===== config.mk =====
export PLATFORM = sky130hd
export DESIGN_NAME = branch_resolve_queue
export DESIGN_NICKNAME = d
export VERILOG_FILES = /design/src/rtl/branch_pkg.sv /design/src/rtl/brq_ptr.sv /design/src/rtl/branch_resolve_queue.sv
export SDC_FILE = /design/constraint.sdc
export NUM_CORES = 1
export LEC_CHECK = 0
export CAP_MARGIN = 20
export CORE_ASPECT_RATIO = 2
export CORE_UTILIZATION = 33
export DETAILED_ROUTE_END_ITERATION = 12
export PLACE_DENSITY = 0.59
export SLEW_MARGIN = 20
export SYNTH_ARGS = -nofsm -noshare
export SYNTH_HDL_FRONTEND = slang
export SYNTH_SLANG_ARGS = --single-unit
export TNS_END_PERCENT = 50

===== constraint.sdc =====
create_clock -name clock -period 6.12 [get_ports clock]
set_clock_uncertainty 0.2 [all_clocks]
set_input_delay 1.836 -clock clock [delete_from_list [all_inputs] [get_ports clock]]
set_output_delay 1.836 -clock clock [all_outputs]
set_load 0.01 [all_outputs]

===== src/rtl/branch_pkg.sv =====
// Shared definitions for the branch resolve queue: default widths, entry field
// widths (entry layout {pc, predict, target}), PC step and statistics sizing.
package branch_pkg;

   localparam int unsigned BRQ_DEPTH = 4;
   localparam int unsigned BRQ_PC_W  = 32;
   localparam int unsigned PREDICT_W = 1;
   localparam int unsigned PC_STEP   = 4;
   localparam int unsigned STAT_W    = 16;
   localparam logic [STAT_W-1:0] STAT_MAX = '1;

   // Packed width of one {pc, predict, target} entry for a given PC width.
   function automatic int unsigned entry_w(input int unsigned pc_w);
      return 2 * pc_w + PREDICT_W;
   endfunction

endpackage


===== src/rtl/brq_ptr.sv =====
// Wrap-around head/tail/occupancy tracker for the branch resolve queue.
// clear discards every entry and restarts the queue just past the current head.
module brq_ptr #(
   parameter int unsigned DEPTH = 4
) (
   input  logic                       clock,
   input  logic                       reset,
   input  logic                       push,
   input  logic                       pop,
   input  logic                       clear,
   output logic [$clog2(DEPTH)-1:0]   head,
   output logic [$clog2(DEPTH)-1:0]   tail,
   output logic [$clog2(DEPTH):0]     count
);

   localparam int unsigned AW = $clog2(DEPTH);
   localparam int unsigned CW = AW + 1;

   logic [AW-1:0] head_inc;

   assign head_inc = head + AW'(1);

   always_ff @(posedge clock or posedge reset) begin
      if (reset) begin
         head  <= '0;
         tail  <= '0;
         count <= '0;
      end else if (clear) begin
         head  <= head_inc;
         tail  <= head_inc;
         count <= '0;
      end else begin
         if (push) tail <= tail + AW'(1);
         if (pop)  head <= head_inc;
         unique case ({push, pop})
            2'b10:   count <= count + CW'(1);
            2'b01:   count <= count - CW'(1);
            default: count <= count;
         endcase
      end
   end

endmodule


===== src/rtl/branch_resolve_queue.sv =====
// In-order queue of predicted branches; resolves the oldest, updates the predictor
// and flushes on mispredict. Optional statistics counters: define BRQ_STATS_EN.
module branch_resolve_queue
   import branch_pkg::*;
#(
   parameter int unsigned DEPTH = BRQ_DEPTH,
   parameter int unsigned PC_W  = BRQ_PC_W
) (
   input  logic                    clock,
   input  logic                    reset,
   input  logic                    enq_valid,
   input  logic [PC_W-1:0]         enq_pc,
   input  logic                    enq_predict,
   input  logic [PC_W-1:0]         enq_target,
   output logic                    enq_ready,
   input  logic                    res_valid,
   input  logic                    res_taken,
   input  logic [PC_W-1:0]         res_target,
   output logic                    upd_write,
   output logic [PC_W-1:0]         upd_pc,
   output logic                    upd_result,
   output logic [PC_W-1:0]         upd_address,
   output logic                    flush,
   output logic [PC_W-1:0]         redirect_pc,
   output logic [$clog2(DEPTH):0]  count,
   output logic                    underflow,
   output logic [STAT_W-1:0]       stat_resolved,
   output logic [STAT_W-1:0]       stat_mispredict
);

   localparam int unsigned AW      = $clog2(DEPTH);
   localparam int unsigned CW      = AW + 1;
   localparam int unsigned ENTRY_W = entry_w(PC_W);

   typedef struct packed {
      logic [PC_W-1:0] pc;
      logic            predict;
      logic [PC_W-1:0] target;
   } brq_entry_t;

   logic [ENTRY_W-1:0] mem [DEPTH];
   brq_entry_t         head_e;
   brq_entry_t         new_e;
   logic [AW-1:0]      head;
   logic [AW-1:0]      tail;
   logic [CW-1:0]      occ;
   logic               empty;
   logic               enq_fire;
   logic               res_fire;
   logic               mispredict;
   logic               flush_fire;

   assign empty     = (occ == '0);
   assign enq_ready = (occ != CW'(DEPTH));
   assign enq_fire  = enq_valid & enq_ready;
   assign res_fire  = res_valid & ~empty;
   assign head_e    = brq_entry_t'(mem[head]);
   assign count     = occ;

   always_comb begin
      new_e         = '0;
      new_e.pc      = enq_pc;
      new_e.predict = enq_predict;
      new_e.target  = enq_target;
   end

   always_comb begin
      mispredict = (res_taken != head_e.predict)
                 | (res_taken & head_e.predict & (res_target != head_e.target));
   end

   assign flush_fire = res_fire & mispredict;

   // A same-cycle enqueue during a flush is wrong-path and is not allowed to land.
   brq_ptr #(.DEPTH(DEPTH)) u_ptr (
      .clock (clock),
      .reset (reset),
      .push  (enq_fire & ~flush_fire),
      .pop   (res_fire),
      .clear (flush_fire),
      .head  (head),
      .tail  (tail),
      .count (occ)
   );

   always_ff @(posedge clock) begin
      if (enq_fire & ~flush_fire) mem[tail] <= new_e;
   end

   always_ff @(posedge clock or posedge reset) begin
      if (reset) begin
         upd_write   <= 1'b0;
         upd_pc      <= '0;
         upd_result  <= 1'b0;
         upd_address <= '0;
         flush       <= 1'b0;
         redirect_pc <= '0;
         underflow   <= 1'b0;
      end else begin
         upd_write <= res_fire;
         flush     <= flush_fire;
         if (res_fire) begin
            upd_pc      <= head_e.pc;
            upd_result  <= res_taken;
            upd_address <= res_target;
         end
         if (flush_fire) begin
            redirect_pc <= res_taken ? res_target : head_e.pc + PC_W'(PC_STEP);
         end
         if (res_valid & empty) underflow <= 1'b1;
      end
   end

`ifdef BRQ_STATS_EN
   logic [STAT_W-1:0] resolved_q;
   logic [STAT_W-1:0] mispredict_q;

   always_ff @(posedge clock or posedge reset) begin
      if (reset) begin
         resolved_q   <= '0;
         mispredict_q <= '0;
      end else begin
         if (res_fire && resolved_q != STAT_MAX)     resolved_q   <= resolved_q + STAT_W'(1);
         if (flush_fire && mispredict_q != STAT_MAX) mispredict_q <= mispredict_q + STAT_W'(1);
      end
   end

   assign stat_resolved   = resolved_q;
   assign stat_mispredict = mispredict_q;
`else
   assign stat_resolved   = '0;
   assign stat_mispredict = '0;
`endif

endmodule


==> flow_summary.json <==
{
  "grt_pass1_wl_um": 61300,
  "start_kind": "input port",
  "reg2reg_to": "u_ptr.count[2]",
  "post_dp_cell_area_sq_um": 17700,
  "synth_top_area_cell": "edfxtp_1",
  "postCtsHoldBufs": 0,
  "crit_fanout": 4,
  "stdcell_area_sq_um": 18900,
  "viasPerCell": 4.91,
  "rr_startpoint": "u_ptr.head[0]",
  "wl_per_cell_um": 23.8,
  "yosysSeqAreaShare": 0.691,
  "worstHoldStart": "underflow",
  "p_leak_nw": 6.93,
  "path_clk_slew_ns": 0.07,
  "netlist_area_sq_um": 15200,
  "async_flop_share": 0.292,
  "r2r_cells": 11,
  "grt_usage": 0.182,
  "crit_chain": "clkdlybuf4s50_1 > xnor2_1 > nand4_1 > nor4_2 > a21boi_2 > nor2_1 > a21oi_1 > fa_1 > or4_1 > o21ai_0 > o21a_1",
  "wirelength_um": 42400,
  "finalCritPeriodShare": 0.784,
  "grt_use_met1": 0.206,
  "final_max_slew_viol_count": 0,
  "holdCritPathClass": "reg -> reg",
  "powerDensity_nw_per_um2": 504,
  "synthToLayoutAreaGrowth_pct": 24.5,
  "die_h_um": 305,
  "syn_avg_cell_area_sq_um": 15.6,
  "finalHoldViolations": 0,
  "synth-main-ff-cell": "edfxtp_1",
  "pre_cts_ws_ns": 0.836,
  "cts_made_buffers": 35,
  "drt_iter0_markers": 467,
  "cts_resized": 0,
  "synth_top_area_share": 0.514,
  "setup_violations": 0,
  "worst_pin_slew_ns": 0.894,
  "max_stage_delay_ns": 0.59,
  "relSlewSlack": 0.404,
  "cpMaxStageDelayCell": "nor4_2",
  "fin_nets": 1298,
  "drt_pre_antenna_iters": 5,
  "drive_gt1_frac": 0.156,
  "fillerInstances": 4074,
  "fp.coreArea_sq_um": 45100,
  "h-tree-depth": 2,
  "synth_cells": 974,
  "root_buffer": "clkbuf_16",
  "antenna_left": 0,
  "cts_tree": "built",
  "die-area_sq_um": 46900,
  "ys_warn_count": 0,
  "first_global_vias": 8977,
  "worst_ir_drop_vdd_v": 0.000263,
  "worst_setup_path_end_kind": "flip-flop",
  "cts_buffer_depth": 3,
  "crit_type": "in -> reg",
  "drc": 0,
  "synth.area.top_cells": "edfxtp_1, dfrtp_1, mux4_2, nand2_1, xnor2_1",
  "insertion_delay_ns": 0.53,
  "status": "completed",
  "yosys_register_bits": 367,
  "grt_use_met2": 0.333,
  "cp.required_ns": 6.39,
  "clock-sinks": 367,
  "grt_setup_unrepaired": "false",
  "arrival_ns": 5.07,
  "fp-row-count": 110,
  "grt.overflow.total": 0,
  "worst_slack_ns": 1.32,
  "io_buffers": 205,
  "grt_max_degree": 67,
  "tns_ns": 0,
  "antenna_found_initial": 8,
  "vias": 8737,
  "hpwl_um": 29400,
  "top_usage_layer": "met2",
  "io_pins": 238,
  "chipWidth_um": 154,
  "post_cts_buffers": 0,
  "place.gp.congestion": 0.769,
  "holdPathStages": 1,
  "start_util": 0.336,
  "clock.fmax_ghz": 0.208,
  "fin_crit_ns": 4.80,
  "synth_cell_types": 45,
  "cap_violations": 0,
  "synth_edf_count": 260,
  "grtUsageMet3": 0.0308,
  "r2r_setup_slack_ns": 1.51,
  "hold_path_end": "underflow",
  "worstSetupStartpoint": "res_target[21]"
}
[cell type report]
type | count | area (sq um) | area share
flip-flops and latches | 367 | 10500 | 0.555
multi-input cells | 551 | 4260 | 0.225
repair buffers | 224 | 2190 | 0.116
clock buffers | 43 | 980 | 0.0518
well taps | 560 | 701 | 0.0371
clock inverters | 20 | 235 | 0.0124
inverters | 10 | 40.0 | 0.00212
diodes | 5 | 12.5 | 0.000662
[worst max path at each step]
stage | end | slack (ns) | cells past startpoint
floorplan | mem[0][0] | 0.91 | 8
global placement | u_ptr.count[2] | 0.88 | 11
detailed placement | u_ptr.count[2] | 0.84 | 11
CTS | u_ptr.count[2] | 1.38 | 11
global route | u_ptr.count[2] | 1.16 | 11
finish | u_ptr.count[2] | 1.32 | 11
[state kept, by name, indices dropped and copies added, names as in the netlist]
name	flops
upd_result	1
upd_pc	32
redirect_pc	32
u_ptr.count	3
upd_address	32
upd_write	1
u_ptr.head	2
flush	1
u_ptr.tail	2
mem	260
underflow	1
[report_power, final]
part,internal [W],total [W],switching (W)
Combinational,0.00165,0.00341,0.00177
Sequential,0.00338,0.00380,0.000425
Clock,0.00136,0.00230,0.000945
Total,0.00638,0.00952,0.00314
[per-layer routing]
metal,part of all wire,wire length (um),up-vias
li1,-,-,3931
met5,0.00099,42,-
met4,0.034,1440,6
met3,0.048,2020,68
met2,0.54,23100,294
met1,0.37,15800,4438
[kinds of logic (layout without fill, tap and decap cells)]
family / count (synthesis) / count (layout) / share of synthesized area
XOR/XNOR: 65 / 65 / 0.0375
AND/OR/NAND/NOR: 298 / 298 / 0.0851
other: 1 / 37 / 0.000247
adder cells (fa/ha/maj): 7 / 7 / 0.00626
AO/OA/AOI/OAI: 45 / 45 / 0.0164
multiplexers: 104 / 104 / 0.126
buffers and inverters: 87 / 297 / 0.0377
flip-flops: 367 / 367 / 0.691
[cells in the mapped netlist (all sizes together), types with 2 or more instances]
library cell / n
edfxtp: 260
nand2: 227
dfrtp: 107
mux4: 65
buf: 60
xnor2: 44
mux2: 36
o21ai: 36
nand4: 23
xor2: 21
clkbuf: 17
nand3: 15
and3: 11
inv: 10
ha: 6
nor3: 6
nor2: 4
a21oi: 3
and2: 3
mux2i: 3
nor2b: 2
nor4: 2
[layout by cell type (no fill, tap or decap), drive strengths merged, types with 4 or more instances in the layout]
cell type	Yosys	routed
edfxtp	260	260
nand2	227	227
clkdlybuf4s50	0	204
dfrtp	107	107
mux4	65	65
xnor2	44	44
clkbuf	17	43
o21ai	36	36
mux2	36	36
conb	1	32
nand4	23	23
xor2	21	21
buf	60	20
nand3	15	15
inv	10	11
and3	11	11
clkinv	0	10
ha	6	6
nor3	6	6
diode	0	5
bufinv	0	5
nor2	4	4
clkinvlp	0	4
[critical path, delay by kind of cell]
family,cells,cell delay [ns]
simple gates,4,1.50
buf+inv,1,0.54
compound gates,4,0.56
xor+xnor,1,0.14
fa+ha+maj,1,0.46
[stage by stage]
stage / power [W] / std cells / hold WS (ns) / util
2_1_floorplan: 0.00581 / 1005 / 0.293 / -
3_3_place_gp: 0.00730 / 1712 / 0.254 / 0.392
3_5_place_dp: 0.00735 / 1712 / 0.256 / 0.392
4_1_cts: 0.00967 / 1775 / 0.269 / 0.418
5_1_grt: 0.0100 / 1779 / 0.278 / 0.419
6_report: 0.00952 / 1780 / 0.266 / 0.419
(Power assumes the default switching activity.)
